<file path="config.mk">
export PLATFORM = sky130hd
export DESIGN_NAME = dht_uart_formatter
export DESIGN_NICKNAME = d
export VERILOG_FILES = /design/src/rtl/dht_fmt_pkg.sv /design/src/rtl/dht_line_rom.sv /design/src/rtl/dht_uart_formatter.sv
export SDC_FILE = /design/constraint.sdc
export NUM_CORES = 1
export LEC_CHECK = 0
export BUFFER_PORTS_ARGS = -buffer_cell sky130_fd_sc_hd__buf_2
export CORE_ASPECT_RATIO = 1.5
export CORE_MARGIN = 2
export CORE_UTILIZATION = 40
export DETAILED_ROUTE_END_ITERATION = 7
export PLACE_DENSITY_LB_ADDON = 0.1
export SLEW_MARGIN = 20
export SYNTH_ARGS = -nofsm -noshare
export SYNTH_HDL_FRONTEND = slang
export SYNTH_SLANG_ARGS = --single-unit
</file>
<file path="constraint.sdc">
create_clock -name clk -period 3.5 [get_ports clk]
set_clock_uncertainty 0.1 [all_clocks]
set_input_delay 0.35 -clock clk [delete_from_list [all_inputs] [get_ports clk]]
set_output_delay 0.35 -clock clk [all_outputs]
set_load 0.005 [all_outputs]
</file>
<file path="src/rtl/dht_fmt_pkg.sv">
// rtl/dht_fmt_pkg.sv - shared ASCII constants, FSM state type and line layout for the DHT formatter
package dht_fmt_pkg;

  localparam logic [7:0] ASCII_SPACE = 8'h20;
  localparam logic [7:0] ASCII_DOT   = 8'h2E;
  localparam logic [7:0] ASCII_COLON = 8'h3A;
  localparam logic [7:0] ASCII_TAB   = 8'h09;
  localparam logic [7:0] ASCII_CR    = 8'h0D;
  localparam logic [7:0] ASCII_LF    = 8'h0A;
  localparam logic [7:0] ASCII_X     = 8'h58;
  localparam logic [7:0] ASCII_QMARK = 8'h3F;
  localparam logic [7:0] ASCII_ZERO  = 8'h30;

  typedef enum logic [1:0] {
    ST_IDLE = 2'd0,
    ST_SEND = 2'd1,
    ST_DONE = 2'd2
  } state_t;

  localparam int POS_W = 5;

  localparam logic [POS_W-1:0] POS_ID    = 5'd0;
  localparam logic [POS_W-1:0] POS_T10   = 5'd8;
  localparam logic [POS_W-1:0] POS_T0    = 5'd9;
  localparam logic [POS_W-1:0] POS_TDOT  = 5'd10;
  localparam logic [POS_W-1:0] POS_TMIN  = 5'd11;
  localparam logic [POS_W-1:0] POS_H10   = 5'd19;
  localparam logic [POS_W-1:0] POS_H0    = 5'd20;
  localparam logic [POS_W-1:0] POS_HDOT  = 5'd21;
  localparam logic [POS_W-1:0] POS_HMIN  = 5'd22;
  localparam logic [POS_W-1:0] POS_TAB   = 5'd23;
  localparam logic [POS_W-1:0] POS_STAT0 = 5'd24;
  localparam logic [POS_W-1:0] POS_STAT1 = 5'd25;
  localparam logic [POS_W-1:0] POS_EOL0  = 5'd26;
  localparam logic [POS_W-1:0] POS_EOL1  = 5'd27;

  function automatic int LINE_LEN(input bit eol_crlf);
    return eol_crlf ? 28 : 27;
  endfunction

endpackage

</file>
<file path="src/rtl/dht_line_rom.sv">
// rtl/dht_line_rom.sv - combinational character lookup for one position of a sensor line
module dht_line_rom
  import dht_fmt_pkg::*;
#(
  parameter bit LZ_SUPPRESS = 1'b1,
  parameter bit EOL_CRLF    = 1'b1
) (
  input  logic [POS_W-1:0] pos,
  input  logic [1:0]       ch,
  input  logic [3:0]       t10,
  input  logic [3:0]       t0,
  input  logic [3:0]       tmin,
  input  logic [3:0]       h10,
  input  logic [3:0]       h0,
  input  logic [3:0]       hmin,
  input  logic             err,
  output logic [7:0]       ascii
);

  function automatic logic [7:0] bcd_ascii(input logic [3:0] v, input bit tens);
    if (tens && LZ_SUPPRESS && (v == 4'd0)) return ASCII_SPACE;
    if (v > 4'd9) return ASCII_QMARK;
    return ASCII_ZERO + {4'd0, v};
  endfunction

  always_comb begin
    ascii = ASCII_SPACE;
    case (pos)
      POS_ID:    ascii = ASCII_ZERO + {6'd0, ch};
      5'd2:      ascii = 8'h74;
      5'd3:      ascii = 8'h65;
      5'd4:      ascii = 8'h6D;
      5'd5:      ascii = 8'h70;
      5'd6:      ascii = ASCII_COLON;
      POS_T10:   ascii = bcd_ascii(t10, 1'b1);
      POS_T0:    ascii = bcd_ascii(t0, 1'b0);
      POS_TDOT:  ascii = ASCII_DOT;
      POS_TMIN:  ascii = bcd_ascii(tmin, 1'b0);
      5'd13:     ascii = 8'h68;
      5'd14:     ascii = 8'h75;
      5'd15:     ascii = 8'h6D;
      5'd16:     ascii = 8'h69;
      5'd17:     ascii = ASCII_COLON;
      POS_H10:   ascii = bcd_ascii(h10, 1'b1);
      POS_H0:    ascii = bcd_ascii(h0, 1'b0);
      POS_HDOT:  ascii = ASCII_DOT;
      POS_HMIN:  ascii = bcd_ascii(hmin, 1'b0);
      POS_TAB:   ascii = ASCII_TAB;
      POS_STAT0: ascii = err ? ASCII_X : 8'h4F;
      POS_STAT1: ascii = err ? ASCII_X : 8'h4B;
      POS_EOL0:  ascii = EOL_CRLF ? ASCII_CR : ASCII_LF;
      POS_EOL1:  ascii = ASCII_LF;
      default:   ascii = ASCII_SPACE;
    endcase
  end

endmodule

</file>
<file path="src/rtl/dht_uart_formatter.sv">
// rtl/dht_uart_formatter.sv - snapshots NUM_SENS sensor readings and streams one ASCII line per sensor
module dht_uart_formatter
  import dht_fmt_pkg::*;
#(
  parameter int DATA_WIDTH  = 8,
  parameter int NUM_SENS    = 2,
  parameter bit LZ_SUPPRESS = 1'b1,
  parameter bit EOL_CRLF    = 1'b1
) (
  input  logic                  clk,
  input  logic                  rst,
  input  logic                  i_start,
  input  logic [4*NUM_SENS-1:0] i_temp10,
  input  logic [4*NUM_SENS-1:0] i_temp0,
  input  logic [4*NUM_SENS-1:0] i_temp_min,
  input  logic [4*NUM_SENS-1:0] i_humi10,
  input  logic [4*NUM_SENS-1:0] i_humi0,
  input  logic [4*NUM_SENS-1:0] i_humi_min,
  input  logic [NUM_SENS-1:0]   i_error,
  output logic                  o_tx_valid,
  output logic [DATA_WIDTH-1:0] o_tx_data,
  input  logic                  i_tx_ready,
  output logic                  o_busy,
  output logic                  o_done,
  output logic                  o_overrun
);

  localparam logic [POS_W-1:0] LAST_POS = POS_W'(LINE_LEN(EOL_CRLF) - 1);
  localparam logic [1:0]       LAST_CH  = 2'(NUM_SENS - 1);

  state_t                  state_q, state_d;
  logic [1:0]              ch_q, ch_d;
  logic [POS_W-1:0]        pos_q, pos_d;
  logic [4*NUM_SENS-1:0]   t10_q, t0_q, tmin_q, h10_q, h0_q, hmin_q;
  logic [NUM_SENS-1:0]     err_q;
  logic                    overrun_q;
  logic                    load;
  logic [7:0]              ascii;

  assign load = (state_q == ST_IDLE) && i_start;

  always_comb begin
    state_d = state_q;
    ch_d    = ch_q;
    pos_d   = pos_q;
    case (state_q)
      ST_IDLE: begin
        if (i_start) begin
          state_d = ST_SEND;
          ch_d    = 2'd0;
          pos_d   = '0;
        end
      end
      ST_SEND: begin
        if (i_tx_ready) begin
          if (pos_q == LAST_POS) begin
            pos_d = '0;
            if (ch_q == LAST_CH) state_d = ST_DONE;
            else                 ch_d    = ch_q + 2'd1;
          end else begin
            pos_d = pos_q + 1'b1;
          end
        end
      end
      ST_DONE: state_d = ST_IDLE;
      default: state_d = ST_IDLE;
    endcase
  end

  always_ff @(posedge clk or negedge rst) begin
    if (!rst) begin
      state_q   <= ST_IDLE;
      ch_q      <= 2'd0;
      pos_q     <= '0;
      overrun_q <= 1'b0;
    end else begin
      state_q   <= state_d;
      ch_q      <= ch_d;
      pos_q     <= pos_d;
      overrun_q <= i_start && (state_q != ST_IDLE);
    end
  end

  // Snapshot is taken only on an accepted start, so input changes mid-frame are invisible.
  always_ff @(posedge clk or negedge rst) begin
    if (!rst) begin
      t10_q  <= '0;
      t0_q   <= '0;
      tmin_q <= '0;
      h10_q  <= '0;
      h0_q   <= '0;
      hmin_q <= '0;
      err_q  <= '0;
    end else if (load) begin
      t10_q  <= i_temp10;
      t0_q   <= i_temp0;
      tmin_q <= i_temp_min;
      h10_q  <= i_humi10;
      h0_q   <= i_humi0;
      hmin_q <= i_humi_min;
      err_q  <= i_error;
    end
  end

  dht_line_rom #(
    .LZ_SUPPRESS (LZ_SUPPRESS),
    .EOL_CRLF    (EOL_CRLF)
  ) u_rom (
    .pos   (pos_q),
    .ch    (ch_q),
    .t10   (t10_q[4*ch_q +: 4]),
    .t0    (t0_q[4*ch_q +: 4]),
    .tmin  (tmin_q[4*ch_q +: 4]),
    .h10   (h10_q[4*ch_q +: 4]),
    .h0    (h0_q[4*ch_q +: 4]),
    .hmin  (hmin_q[4*ch_q +: 4]),
    .err   (err_q[ch_q]),
    .ascii (ascii)
  );

  assign o_tx_valid = (state_q == ST_SEND);
  assign o_tx_data  = o_tx_valid ? DATA_WIDTH'(ascii) : '0;
  assign o_busy     = (state_q != ST_IDLE);
  assign o_done     = (state_q == ST_DONE);
  assign o_overrun  = overrun_q;

endmodule

</file>
==> results of run 1 <==
==> metal layers <==
metal | vias up | routed length (um)
li1 | 1456 | -
met5 | - | 0
met4 | 0 | 230
met2 | 59 | 4820
met3 | 16 | 370
met1 | 1466 | 3850
==> where the power goes <==
part,switching (W),leakage [nW],internal [W],total (W)
logic,0.000561,0.989,0.000507,0.00107
registers,0.000196,0.763,0.000763,0.000958
clock network,0.000294,0.131,0.000485,0.000780
total,0.00105,1.88,0.00175,0.00281
==> cell usage in the layout, fill, tap and decap left out, types with 3 or more instances in the layout <==
cell type	instances
nand2_1	14
nor2_1	21
mux2_2	52
a31oi_1	4
xor2_1	3
inv_1	7
ha_1	5
buf_4	7
nand3b_1	6
dfrtp_1	58
or3_1	3
nand3_1	5
clkbuf_16	9
clkinv_2	3
mux2i_1	12
a21oi_1	28
o41a_1	4
a211o_1	3
a221oi_1	3
nor3_1	10
nor2b_1	6
and2_1	3
a211oi_1	18
o21a_1	4
buf_2	64
o21ai_0	18
==> flip-flops by register name, indices dropped and copies added (netlist names) <==
| register | flops |
|---|---|
| o_overrun | 1 |
| t10_q | 8 |
| h0_q | 8 |
| tmin_q | 8 |
| h10_q | 8 |
| err_q | 2 |
| hmin_q | 8 |
| state_q | 2 |
| pos_q | 5 |
| t0_q | 8 |
| ch_q | 2 |
==> stage by stage <==
step                      utilization  total power, W  instances  instance area [sq um]
after floorplan                     -         0.00171        357                   3650
after global placement          0.458         0.00203        513                   4040
after detailed placement        0.458         0.00203        513                   4040
after CTS                       0.487         0.00283        527                   4300
after global routing            0.488         0.00301        527                   4300
final                           0.488         0.00281        527                   4300
==> cells by family after synthesis <==
| family | after synthesis | synth area share |
|---|---|---|
| and+or+nand+nor | 88 | 0.134 |
| AOI/OAI and AO/OA | 101 | 0.185 |
| xor gates and xnor gates | 3 | 0.00720 |
| other | 1 | 0.00103 |
| muxes | 65 | 0.197 |
| adders and majority gates | 6 | 0.0206 |
| buffers and inverters | 33 | 0.0435 |
| DFF | 60 | 0.411 |
==> area by class of cell <==
cell class	instances	area, sq um	area share
inverters	8	30.0	0.00698
repair buffers	71	373	0.0866
clock buffers	11	243	0.0564
flip-flops and latches	60	1500	0.349
well taps	110	138	0.0320
multi-input cells	264	2000	0.465
clock inverters	3	15.0	0.00349
==> how the worst min path moves through the flow <==
stage                     start   endpoint  slack, ps  depth (start not counted)
after global routing        rst  o_overrun         90                          1
after detailed placement    rst  o_overrun        400                          1
after global placement      rst  o_overrun        390                          1
final                       rst  o_overrun         30                          1
after CTS                   rst  o_overrun         50                          1
after floorplan             rst    ch_q[0]        -50                          0
==> repair_timing <==
action                                  4_1_cts  5_1_grt
hold buffers                                  0        0
gates resized for setup                       0        2
endpoints found under the setup margin        0        1
==> impl_results.md, run 1 <==
* Global routing met1 resource utilization at 0.262
* Placer Congestion at 0.875
* Grt total ovfl at 0
* Met2 usage at 0.337
* Core Region at 0.00883 sq mm
* Outcome: complete, no violations
* Worst setup path startpoint: pos_q[3]
* Hold WC Path Type: in2async
* Per-cell routed wire length at 17.6 um
* CTS root buffer: clkbuf_16
* Final WL at 9.27 mm
* Max Fclk at 0.299 GHz
* Ports at 66
* Worst path slowest cell: dfrtp_1
* Reg-to-reg startpoint: pos_q[3]
* Maxcap violations at 0
* Commonest cells in the synthesized netlist: dfrtp_1, mux2_2, a21oi_1, nor2_1
* Crit-path cells: mux2_4, a221o_1, or4b_1, o41a_1, buf_2
* Delay-heaviest family, CP: flip-flops
* Slew Viols, Final at 0
* CTS tree: done
* Tightest Pin Transition at 857 ps
* Fin nets at 474
* Clock transition at the registers of the reported paths at 50 ps
* Die width at 82.0 um
* Starting DRT DRC Count at 133
* Worst-path fanout max at 25
* Leak pwr at 1.88 nW
* Initial antenna violation count at 0
* Area contributors post-synth: dfrtp_1, mux2_2, a21oi_1
* Worst rel slew slack at 0.429
* Peak VDD IR at 346 uV
* H-tree depth at 3
* Half-perimeter wire length after placement at 6.94 mm
* Async SR Flop Fraction at 1.00
* Initial core utilization at 0.414
* Share of the synthesized area in the top cell type at 0.411
* Reg-to-Reg End: ch_q[0]
* CTS Buf Count at 9
* Pwr dens at 652 mW/mm^2
* Top FF cell, synth: dfrtp_1
* Row cnt at 42
* First-pass GRT wire length at 15.4 mm
* Final Hold Violating Endpoints at 0
* Yosys warns at 0
* Vias in the first global route at 3045
* Clock sink total at 60
* GR Util met3 at 0.0536
* Min Tclk post-route at 3340 ps
* Cell with the most instances after synthesis: dfrtp_1
* Syn_nets at 417
* Post-Synthesis Cell Area at 0.00365 sq mm
* Setup repair bufs after CTS at 0
* Hold_ws at 26.7 ps
* Die Y at 121 um
* Synth area leader: dfrtp_1
* Layout cell share with drive strength beyond 1 at 0.348
* Dpl ws at 524 ps
* DR vias at 2997
* Setup violation total in the final timing report at 0
* Arrival time at the worst endpoint at 2890 ps
* R2R depth at 6
* Synth cell types at 58
* Worst EP required at 3050 ps
* Vias per cell at 5.69
* Worst path depth at 5
* Critical Path Sink: o_tx_data[3]
* Cells after Synth at 357
* Fill count at 886
* Area Overhead vs Synth at 17.8%
* Min setup slack post-route at 158 ps
* Skew-Pair Late Insertion Delay at 330 ps
* Die footprint at 0.00993 sq mm
* WP buf/inv at 1
* Setup tns final at 0 ps
* Routed Antenna Nets at 0
* Pin count of the biggest net entering global routing at 52
* Pre-Repair DR Iteration Count at 4
* Final Cycle Share at 0.955
* Synth Register Bits at 60
* EDFF count, synth at 0
* Syn avg cell area at 10.2 sq um
* CTS Buffer Depth at 2
* CP Capture Type: primary output
* Setup crit start kind: register
* Diodes inserted at 0
* Top Usage Layer GRT: met2
* PortBufs at 64
* Tot GR Track Use at 0.210
* Unrepaired setup endpoints after global routing: false
* Flop-to-flop setup slack at 1100 ps
* Crit path kind: reg2out
* Max incr delay on CP at 810 ps
* Residual DRC count at 0
* Register area share after synthesis at 0.411
Power figures use the tool's default switching activity.
==> inputs of run 2 (changes only) <==
Settings changed: CORE_ASPECT_RATIO 1.5 to unset.
==> run 2 against run 1 <==
- die area is 0.16% lower
- critical path depth increased by 2
- utilization decreased by 0.60 points
- sequential power is 0.4% lower
- worst hold slack got worse by 5.5 ps
- cell count rose by 0.19%
- final area is 1.5% lower
- sequential cell count stayed put
- wire length fell by 5.1%
- via count down 0.70%
- largest cell class unchanged
- largest power group unchanged
==> impl_results.md, run 2 (same netlist as run 1, synthesis figures left out) <==
* Layout cell share with drive strength beyond 1 at 0.357
* Setup violation total in the final timing report at 0
* Vias per cell at 5.64
* Final Instance Area at 0.00424 sq mm
* Delay-heaviest family, CP: simple AND/OR/NAND/NOR gates
* Placer Congestion at 0.893
* Most frequent CP cell: ha_1
* Pwr dens at 620 mW/mm^2
* Clock sink total at 60
* Area Overhead vs Synth at 16.1%
* Starting DRT DRC Count at 158
* Diodes inserted at 0
* PortBufs at 64
* Min setup slack post-route at 134 ps
* Grt total ovfl at 0
* Unrepaired setup endpoints after global routing: false
* CTS Buf Count at 9
* Peak VDD IR at 231 uV
* CTS tree: done
* Tightest Pin Transition at 879 ps
* Initial core utilization at 0.415
* Setup tns final at 0 ps
* Skew-Pair Late Insertion Delay at 350 ps
* Vias in the first global route at 2983
* CP Capture Type: primary output
* Die Y at 99.6 um
* Dpl ws at 467 ps
* Ports at 66
* Tot GR Track Use at 0.193
* Final WL at 8.80 mm
* Max Fclk at 0.297 GHz
* Clock transition at the registers of the reported paths at 70 ps
* Worst EP required at 3050 ps
* Final Hold Violating Endpoints at 0
* Die footprint at 0.00991 sq mm
* Fin nets at 475
* Final Cycle Share at 0.962
* Half-perimeter wire length after placement at 6.51 mm
* Worst-path fanout max at 10
* Crit-path cells: ha_1, and3_1, ha_1, a221o_1, or4b_1, o41a_1, buf_2
* Worst path slowest cell: or4b_1
* Leak pwr at 1.84 nW
* Commonest non-fill, non-tap cell in the layout: buf_2
* Per-cell routed wire length at 16.7 um
* First-pass GRT wire length at 15.1 mm
* Outcome: complete, no violations
* Routed Antenna Nets at 0
* CTS hold repair buffers at 0
* H-tree depth at 3
* Core Region at 0.00881 sq mm
* Worst rel slew slack at 0.414
* Residual DRC count at 0
* Arrival time at the worst endpoint at 2920 ps
* Initial antenna violation count at 0
* Die width at 99.6 um
* Setup crit start kind: register
* CTS root buffer: clkbuf_8
* DR vias at 2976
* Area after DPL at 0.00405 sq mm
* Min Tclk post-route at 3370 ps
* Crit path kind: reg2out
* Fill count at 861
* Pre-Repair DR Iteration Count at 4
* Maxcap violations at 0
* Max incr delay on CP at 560 ps
* CTS Buffer Depth at 2
* Slew Viols, Final at 0
* Pin count of the biggest net entering global routing at 52
* Row cnt at 34
* Commonest non-fill, non-tap cells in the layout: buf_2, dfrtp_1, mux2_2, a21oi_1, nor2_1
* Hold WC Path Type: in2async
* WP buf/inv at 1
[run 2: cell count changes in the layout (fill, tap and decap cells not counted), moves of 2 or more]
cell	before	now
clkbuf_8	1	11
clkbuf_16	9	0
clkinvlp_4	0	3
clkinv_2	3	1
[run 2: through the flow]
| stage | cells | util | power [W] | hold slack [ps] |
|---|---|---|---|---|
| floorplan | 357 | - | 0.00171 | -45.6 |
| global placement | 512 | 0.460 | 0.00204 | 393 |
| global route | 528 | 0.482 | 0.00284 | 85.5 |
| finish | 528 | 0.482 | 0.00263 | 21.2 |
| CTS | 528 | 0.481 | 0.00265 | 38.3 |
| detailed placement | 512 | 0.460 | 0.00204 | 397 |
[run 2: final cells by class]
class	instances	area (sq um)	area share
inverter	8	30.0	0.00708
clock buffer	11	151	0.0357
tap	108	135	0.0319
clock inverter	5	36.3	0.00856
multi-input combinational	264	2000	0.472
sequential	60	1510	0.355
timing repair buffer	72	380	0.0897
[run 2: path summary, 6_finish.rpt]
kind                             start           end  cells past startpoint  slack, ps
setup / recovery              pos_q[0]  o_tx_data[3]                      7        130
hold / removal                     rst       h0_q[6]                      1         20
setup reg to reg              pos_q[0]       ch_q[0]                      7       1250
hold reg to reg               err_q[1]      err_q[1]                      1        410
max in group asynchronous          rst     hmin_q[3]                      2       2470
min in group clk           i_humi10[6]      h10_q[6]                      3        110
[run 2: layer usage]
| layer | vias up | wire length (um) | global-route usage |
|---|---|---|---|
| met5 | - | 0 | 0 |
| met4 | 0 | 164 | 0.0727 |
| met3 | 13 | 392 | 0.0408 |
| met2 | 73 | 4080 | 0.305 |
| met1 | 1434 | 4160 | 0.262 |
| li1 | 1456 | - | - |
[run 2: worst register-to-register path, cell delays in order (launching register included)]
cell and delay [ps]:
dfrtp_1 440, ha_1 390, nand2_1 170, nor3_1 160, buf_4 180, o21ai_0 110, a21oi_1 220, mux2_2 360
[run 2: power breakdown]
part           internal (W)  switching, W
Clock              0.000295      0.000292
Sequential         0.000762      0.000191
Combinational      0.000521      0.000570
[run 2: timing repair]
action                     4_1_cts  5_1_grt
setup buffers                    0        0
setup endpoints to repair        0        2
resized for setup                0        3
==> inputs of run 3 (changes only) <==
Settings changed: SLEW_MARGIN 20 to unset, SYNTH_HIERARCHICAL set to 1.
==> run 3 against run 2 <==
- critical path depth is 2 higher
- largest cell class unchanged
- synthesized area increased by 5.4%
- count of clock-buffer cells in the layout increased by 1
- global-route usage fell by 0.99 points
- synthesized cell count is 1.7% higher
- sequential cell count unchanged
- first-iteration DRC count up 20%
- sequential share of layout area fell by 2.1 points
- die area is 5.2% higher
==> impl_results.md, run 3 <==
* PnR Total Power at 0.00344 W
* Async SR Flop Fraction at 1.00
* Die Y at 102 um
* Slew Viols, Final at 0
* Vias per cell at 5.31
* Synth area leader: dfrtp_1
* Post-Synthesis Cell Area at 0.00385 sq mm
* PortBufs at 64
* Commonest non-fill, non-tap cell in the layout: buf_2
* First-pass GRT wire length at 14.8 mm
* Crit path kind: reg2out
* Pre-Repair DR Iteration Count at 4
* Area after DPL at 0.00425 sq mm
* CTS-repair resized insts at 0
* Finished Core Util at 0.485
* Area contributors post-synth: dfrtp_1, mux2_4, mux2i_1
* Layout cell share with drive strength beyond 1 at 0.338
* Leak pwr at 2.03 nW
* Core Region at 0.00928 sq mm
* CTS root buffer: clkbuf_8
* Per-cell routed wire length at 16.1 um
* Cell with the most instances after synthesis: dfrtp_1
* Grt total ovfl at 0
* Worst-path fanout max at 11
* Register area share after synthesis at 0.390
* Synth cell types at 58
* Commonest non-fill, non-tap cells in the layout: buf_2, dfrtp_1, mux2_4, nor2_1, mux2i_1
* Clock transition at the registers of the reported paths at 80 ps
* Worst EP required at 3050 ps
* Final Cycle Share at 0.900
* Share of the synthesized area in the top cell type at 0.390
* Initial antenna violation count at 0
* Diodes inserted at 0
* Die width at 102 um
* Setup crit start kind: register
* Final WL at 8.92 mm
* Skew-Pair Late Insertion Delay at 330 ps
* H-tree depth at 3
* Pwr dens at 765 mW/mm^2
* Vias in the first global route at 2924
* Worst rel slew slack at 0.519
* CP Capture Type: primary output
* Die footprint at 0.0104 sq mm
* Worst path slowest cell: dfrtp_1
* Pin count of the biggest net entering global routing at 51
* Syn avg cell area at 10.6 sq um
* Commonest cells in the synthesized netlist: dfrtp_1, mux2_4, nor2_1, mux2i_1
* Maxcap violations at 0
* Peak VDD IR at 256 uV
* Residual DRC count at 0
* Tot GR Track Use at 0.183
* Crit-path cells: buf_4, mux2i_1, nor2_1, a211oi_1, a2111oi_1, a21oi_1, nand4_1, and2_1, buf_2
* Area Overhead vs Synth at 16.8%
* Fin nets at 478
* Ports at 66
* Hold WC Path Type: in2reg
* Routed Antenna Nets at 0
* Arrival time at the worst endpoint at 2700 ps
* Synth Register Bits at 60
* Final Hold Violating Endpoints at 0
* Starting DRT DRC Count at 189
* Clock sink total at 60
* Syn_nets at 419
* DR vias at 2946
* Placer Congestion at 0.904
* EDFF count, synth at 0
* Max incr delay on CP at 600 ps
* CTS tree: done
* Tightest Pin Transition at 722 ps
* Yosys warns at 6
* Row cnt at 35
* Setup tns final at 0 ps
* Outcome: complete, no violations
* Half-perimeter wire length after placement at 6.43 mm
* Min Tclk post-route at 3150 ps
* Initial core utilization at 0.415
* Unrepaired setup endpoints after global routing: false
* Setup violation total in the final timing report at 0
* Max Fclk at 0.317 GHz
* CTS Buf Count at 9
* Cells after Synth at 363
* CTS Buffer Depth at 2
* Final Instance Area at 0.00450 sq mm
* Top FF cell, synth: dfrtp_1
run 3: what timing repair did:
action                    CTS  global route
hold endpoints to repair   27             0
hold buffers                1             0
setup buffers               0             0
run 3: worst paths after layout:
path | cells past startpoint | slack [ps] | from | to
setup reg to reg | 5 | 1250 | pos_q[0] | ch_q[0]
hold reg to reg | 1 | 410 | hmin_q[0] | hmin_q[0]
min in group asynchronous | 2 | 450 | rst | h10_q[5]
setup / recovery | 9 | 350 | ch_q[0] | o_tx_data[1]
hold / removal | 2 | 140 | i_humi10[5] | h10_q[5]
max in group asynchronous | 3 | 2160 | rst | pos_q[0]
run 3: cell families after synthesis:
group,after synthesis,synth area share
AOI/OAI and AO/OA,71,0.124
muxes,77,0.265
xor gates and xnor gates,2,0.00455
and+or+nand+nor,112,0.154
DFF,60,0.390
buffers and inverters,38,0.0539
other,1,0.000974
adders and majority gates,2,0.00650
run 3: report_power, final:
group          switching, W  internal (W)  leakage (nW)
Clock              0.000285      0.000457         0.119
Combinational      0.000751      0.000784          1.16
Sequential         0.000273      0.000892         0.752
run 3: cell type report:
type,count,area (sq um)
Fill cell,919,4790
Inverter,11,41.3
Sequential cell,60,1500
Clock buffer,12,165
Timing Repair Buffer,75,418
Tap cell,129,161
Multi-Input combinational cell,265,2140
Clock inverter,3,68.8
run 3: layer usage:
metal / part of all wire / GRT usage / vias up
li1: - / - / 1430
met2: 0.44 / 0.281 / 92
met5: 0 / 0 / -
met3: 0.057 / 0.0328 / 5
met1: 0.50 / 0.267 / 1419
met4: 0.0085 / 0.0533 / 0
run 3: worst max-delay path: cells and delay by family (launching register included):
family	cells	cell delay [ps]
mux	1	100
flops	1	600
simple gates	3	470
compound gates	3	760
buf+inv	2	420
run 3: per-stage QoR:
| step | setup slack [ps] | hold slack (ps) | std cells |
|---|---|---|---|
| detailed placement | 748 | 302 | 539 |
| global route | 133 | 123 | 555 |
| floorplan | 1070 | -45.6 | 363 |
| global placement | 783 | 306 | 539 |
| finish | 349 | 136 | 555 |
| CTS | 342 | 122 | 555 |
